`src/rtl/cmp_report_tx.sv`:
```
// UART 8N1 transmitter that sends one comparator result as an 11-byte ASCII line:
// "AA BB M R\r\n", where AA/BB are the operands in uppercase hex.
module cmp_report_tx #(
    parameter int CLKS_PER_BIT = 868
) (
    input  logic       clk,
    input  logic       reset,
    input  logic       start,
    input  logic [7:0] a,
    input  logic [7:0] b,
    input  logic       mode,
    input  logic       result,
    output logic       tx,
    output logic       busy,
    output logic       done_tick
);

    localparam int BAUD_W = (CLKS_PER_BIT > 1) ? $clog2(CLKS_PER_BIT) : 1;
    localparam logic [BAUD_W-1:0] BAUD_LAST = BAUD_W'(CLKS_PER_BIT - 1);
    localparam logic [3:0] LAST_BYTE = 4'd10;

    typedef enum logic [1:0] {IDLE, START, DATA, STOP} state_t;

    state_t            state_q, state_d;
    logic [BAUD_W-1:0] baud_q, baud_d;
    logic [2:0]        bit_q, bit_d;
    logic [3:0]        byte_q, byte_d;
    logic [7:0]        a_q, a_d, b_q, b_d;
    logic              mode_q, mode_d, result_q, result_d;
    logic              tx_q, tx_d, done_q, done_d;

    logic [7:0] cur_byte;
    logic [2:0] next_bit;
    logic       bit_end;

    function automatic logic [7:0] hex_ascii(input logic [3:0] nib);
        return (nib < 4'd10) ? (8'h30 + {4'h0, nib}) : (8'h37 + {4'h0, nib});
    endfunction

    // The byte index stays constant for a whole byte, so the line content is a plain mux.
    always_comb begin
        case (byte_q)
            4'd0:    cur_byte = hex_ascii(a_q[7:4]);
            4'd1:    cur_byte = hex_ascii(a_q[3:0]);
            4'd3:    cur_byte = hex_ascii(b_q[7:4]);
            4'd4:    cur_byte = hex_ascii(b_q[3:0]);
            4'd6:    cur_byte = mode_q ? 8'h53 : 8'h55;
            4'd8:    cur_byte = result_q ? 8'h31 : 8'h30;
            4'd9:    cur_byte = 8'h0D;
            4'd10:   cur_byte = 8'h0A;
            default: cur_byte = 8'h20;
        endcase
    end

    assign bit_end  = (baud_q == BAUD_LAST);
    assign next_bit = bit_q + 3'd1;

    // NOTE: every _d gets a default before the case so no path leaves it unassigned (no latches).
    always_comb begin
        state_d  = state_q;
        bit_d    = bit_q;
        byte_d   = byte_q;
        a_d      = a_q;
        b_d      = b_q;
        mode_d   = mode_q;
        result_d = result_q;
        tx_d     = tx_q;
        done_d   = 1'b0;
        baud_d   = (state_q == IDLE || bit_end) ? '0 : baud_q + BAUD_W'(1);

        case (state_q)
            IDLE: begin
                tx_d = 1'b1;
                if (start) begin
                    state_d  = START;
                    tx_d     = 1'b0;
                    byte_d   = 4'd0;
                    bit_d    = 3'd0;
                    a_d      = a;
                    b_d      = b;
                    mode_d   = mode;
                    result_d = result;
                end
            end
            START: begin
                if (bit_end) begin
                    state_d = DATA;
                    tx_d    = cur_byte[0];
                end
            end
            DATA: begin
                if (bit_end) begin
                    bit_d = next_bit;
                    if (bit_q == 3'd7) begin
                        state_d = STOP;
                        tx_d    = 1'b1;
                    end else begin
                        tx_d = cur_byte[next_bit];
                    end
                end
            end
            STOP: begin
                if (bit_end) begin
                    if (byte_q == LAST_BYTE) begin
                        state_d = IDLE;
                        byte_d  = 4'd0;
                        tx_d    = 1'b1;
                        done_d  = 1'b1;
                    end else begin
                        state_d = START;
                        byte_d  = byte_q + 4'd1;
                        tx_d    = 1'b0;
                    end
                end
            end
            default: state_d = IDLE;
        endcase
    end

    // NOTE: sequential state uses non-blocking assignments so all registers update together.
    always_ff @(posedge clk or negedge reset) begin
        if (!reset) begin
            state_q  <= IDLE;
            baud_q   <= '0;
            bit_q    <= 3'd0;
            byte_q   <= 4'd0;
            a_q      <= 8'h00;
            b_q      <= 8'h00;
            mode_q   <= 1'b0;
            result_q <= 1'b0;
            tx_q     <= 1'b1;
            done_q   <= 1'b0;
        end else begin
            state_q  <= state_d;
            baud_q   <= baud_d;
            bit_q    <= bit_d;
            byte_q   <= byte_d;
            a_q      <= a_d;
            b_q      <= b_d;
            mode_q   <= mode_d;
            result_q <= result_d;
            tx_q     <= tx_d;
            done_q   <= done_d;
        end
    end

    assign tx        = tx_q;
    assign busy      = (state_q != IDLE);
    assign done_tick = done_q;

endmodule

```
`config.mk`:
```
export PLATFORM = sky130hd
export DESIGN_NAME = cmp_report_tx
export DESIGN_NICKNAME = d
export VERILOG_FILES = /design/src/rtl/cmp_report_tx.sv
export SDC_FILE = /design/constraint.sdc
export NUM_CORES = 1
export LEC_CHECK = 0
export ABC_AREA = 0
export CORE_ASPECT_RATIO = 1.2
export CORE_MARGIN = 2
export CORE_UTILIZATION = 45
export CTS_CLUSTER_SIZE = 8
export DETAILED_ROUTE_END_ITERATION = 8
export PLACE_DENSITY_LB_ADDON = 0.08
export RECOVER_POWER = 50
export SLEW_MARGIN = 20
export SYNTH_ARGS = -nofsm -noshare
export SYNTH_HDL_FRONTEND = slang
export SYNTH_SLANG_ARGS = --single-unit
```
`constraint.sdc`:
```
create_clock -name clk -period 3.3 [get_ports clk]
set_clock_uncertainty 0.15 [all_clocks]
set_input_delay 0.66 -clock clk [delete_from_list [all_inputs] [get_ports clk]]
set_output_delay 0.66 -clock clk [all_outputs]
set_load 0.005 [all_outputs]
```
==> flow_metrics.tcl <==
set metrics [dict create \
    die_y_um 88.7 \
    n_fill_cell 570 \
    switchingPower_w 0.000888 \
    grt-ovfl-total 0 \
    clockPowerShare 0.187 \
    multiInputGateArea_um2 1570 \
    cts_hold_buf 0 \
    cp_max_fo 9 \
    worst_setup_path_end_kind "primary output" \
    viasPerCell 5.58 \
    ys_types 58 \
    clk_pin_slew_ns 0.08 \
    layout_min_cycle_time_ns 2.66 \
    cts_buffers 5 \
    sequentialPowerShare 0.373 \
    cts_tree "done" \
    slew_headroom -0.372 \
    syn_area_um2 2690 \
    setup_tns_ns 0 \
    synth-edff-count 0 \
    wirelength_mm 5.96 \
    placed_area_um2 2950 \
    synthTopCellsByCount "38 x dfrtp_1, 23 x a21oi_1, 23 x nand2_1" \
    seq_area_um2 977 \
    grt_pass1_wl_mm 10.3 \
    syn_inst 301 \
    synthMostInstantiatedCell "dfrtp_1" \
    ys_seq_area_frac 0.363 \
    fp.dieArea_um2 6620 \
    fmax_mhz 376 \
    worst_slew_pin_slew_ns 2.06 \
    violations "max-capacitance violations, max-slew violations" \
    setup_viol 0 \
    fin_nets 350 \
    stdcell_area_um2 3070 \
    netlist_top_cells_area "dfrtp_1 35%, mux2_2 7.5%, ha_1 5.6%, a21oi_1 4.3%, nand2_1 3.2%" \
    initialDrtViolationCount 118 \
    core_area_um2 5710 \
    synthArstFlopShare 1.00 \
    cts_repair_resize_count 0 \
    power.leakage_nw 1.25 \
    max_cap_violations 1 \
    switching_share 0.394 \
    synth_largest_area_cell "dfrtp_1" \
    holdWs_ns 0.338 \
    post_cts_buffers 0 \
    ios 24 \
    wire_per_inst_um 15.0 \
    vdd_drop_max_v 0.000377 \
    start_util 0.472 \
    combPwrFrac 0.440 \
    drc 0 \
    p_per_area_nw_per_um2 734 \
    firstDrtPassIters 4 \
    worstPathRequired_ns 2.49 \
    intPower_w 0.00136 \
    crit_arrival_ns 1.85 \
    die_x_um 74.6 \
    dp_hpwl_mm 4.33 \
    clock_insertion_delay_worst_skew_ns 0.29 \
    hold_violations 0 \
    grt_pass1_vias 2180 \
    start_kind "register" \
    status "complete, but fails checks" \
    slew_violations 40 \
    routabilityCongestion 0.909 \
    fin_crit_sh 0.806 \
    fp-row-count 30 \
    yosysWarnings 0 \
    drive_gt1_frac 0.110 \
    io_buffer_count 23 \
    grt_max_degree 40 \
    dr_total_vias 2222 \
    synth_top_area_frac 0.353 \
    syn2layout_area_growth_pct 14.0 \
    syn-num-nets 334 \
    yosys_most_used_dff "dfrtp_1" \
    crit_type "reg2out" \
    final_core_util 0.538 \
    syn_avg_cell_area_um2 8.95 \
    antenna_cells 0 \
    htree_levels 2 \
    cts-root-buf "clkbuf_8" \
    grt_usage 0.203 \
    hold_class "reg2reg" \
    ctsLongestPathBuffers 2 \
    ys_ff_latch 39 \
    antenna_found_initial 0 \
    ant_nets 0 \
    rsz0062_at_grt "false" \
    cts_sinks 39 \
]
-- final cells by class --
class | instances | share of cell area
clock inverters | 2 | 0.0114
flip-flops and latches | 39 | 0.318
multi-input cells | 227 | 0.511
clock buffers | 6 | 0.0269
well taps | 80 | 0.0326
inverters | 20 | 0.0244
repair buffers | 24 | 0.0754
-- power groups by stage --
stage,registers [W],clock network (W),logic (W)
floorplan,0.000792,0,0.000775
global placement,0.000849,0,0.000974
detailed placement,0.000854,0,0.000989
CTS,0.000843,0.000432,0.000997
global route,0.000876,0.000456,0.00112
finish,0.000841,0.000420,0.000991
-- logic make-up after synthesis --
group | after synthesis | synth area share
flip-flops | 39 | 0.363
multiplexers | 21 | 0.0869
AO/OA/AOI/OAI | 85 | 0.205
adder cells (fa/ha/maj) | 12 | 0.0558
buffers and inverters | 35 | 0.0544
XOR/XNOR | 11 | 0.0358
AND/OR/NAND/NOR | 98 | 0.199
-- layer usage --
metal	up-vias	wire length [µm]	GRT usage
li1	1127	-	-
met1	1056	2830	0.270
met2	32	2890	0.333
met3	7	159	0.0353
met4	0	76	0.0666
met5	-	0	0
-- state kept, by name, summed over array words and instances (netlist names), 2 cells and up --
name,cells
a_q,8
b_q,8
baud_q,10
bit_q,3
byte_q,4
state_q,2
-- layout by cell type (no fill, tap or decap), types with 7 or more instances in the layout --
cell / Yosys / final
clkdlybuf4s50_1: 0 / 22
nor2_1: 17 / 17
dfrtp_1: 38 / 38
nor2b_1: 9 / 9
o21ai_1: 7 / 7
ha_1: 12 / 12
xnor2_1: 7 / 7
nand3_1: 8 / 8
inv_1: 17 / 17
a21oi_1: 23 / 23
o21ai_0: 12 / 12
nor3_1: 11 / 11
mux2_2: 18 / 18
nand2_1: 23 / 23
-- worst max-delay path, cell delays in order, from the launching register on --
cell and delay [ns]:
dfrtp_1 0.43, inv_1 0.12, ha_1 0.38, inv_1 0.15
clkdlybuf4s50_1 0.47
-- path summary, 6_finish.rpt --
kind | from | slack [ns] | endpoint | cells after the start
worst min-delay path | baud_q[0] | 0.34 | baud_q[0] | 1
worst max-delay path | state_q[0] | 0.64 | busy | 4
max in group asynchronous | reset | 1.02 | a_q[5] | 1
worst max register to register | bit_q[0] | 0.94 | tx | 6
worst min register to register | baud_q[0] | 0.34 | baud_q[0] | 1
min in group asynchronous | reset | 0.80 | baud_q[9] | 1
-- per-stage QoR --
stage	worst slack [ns]	std cells	power, W
2_1_floorplan	1.23	301	0.00157
3_3_place_gp	0.758	390	0.00182
3_5_place_dp	0.719	390	0.00184
4_1_cts	0.625	398	0.00227
5_1_grt	0.516	398	0.00246
6_report	0.641	398	0.00225
(Power assumes the default switching activity.)
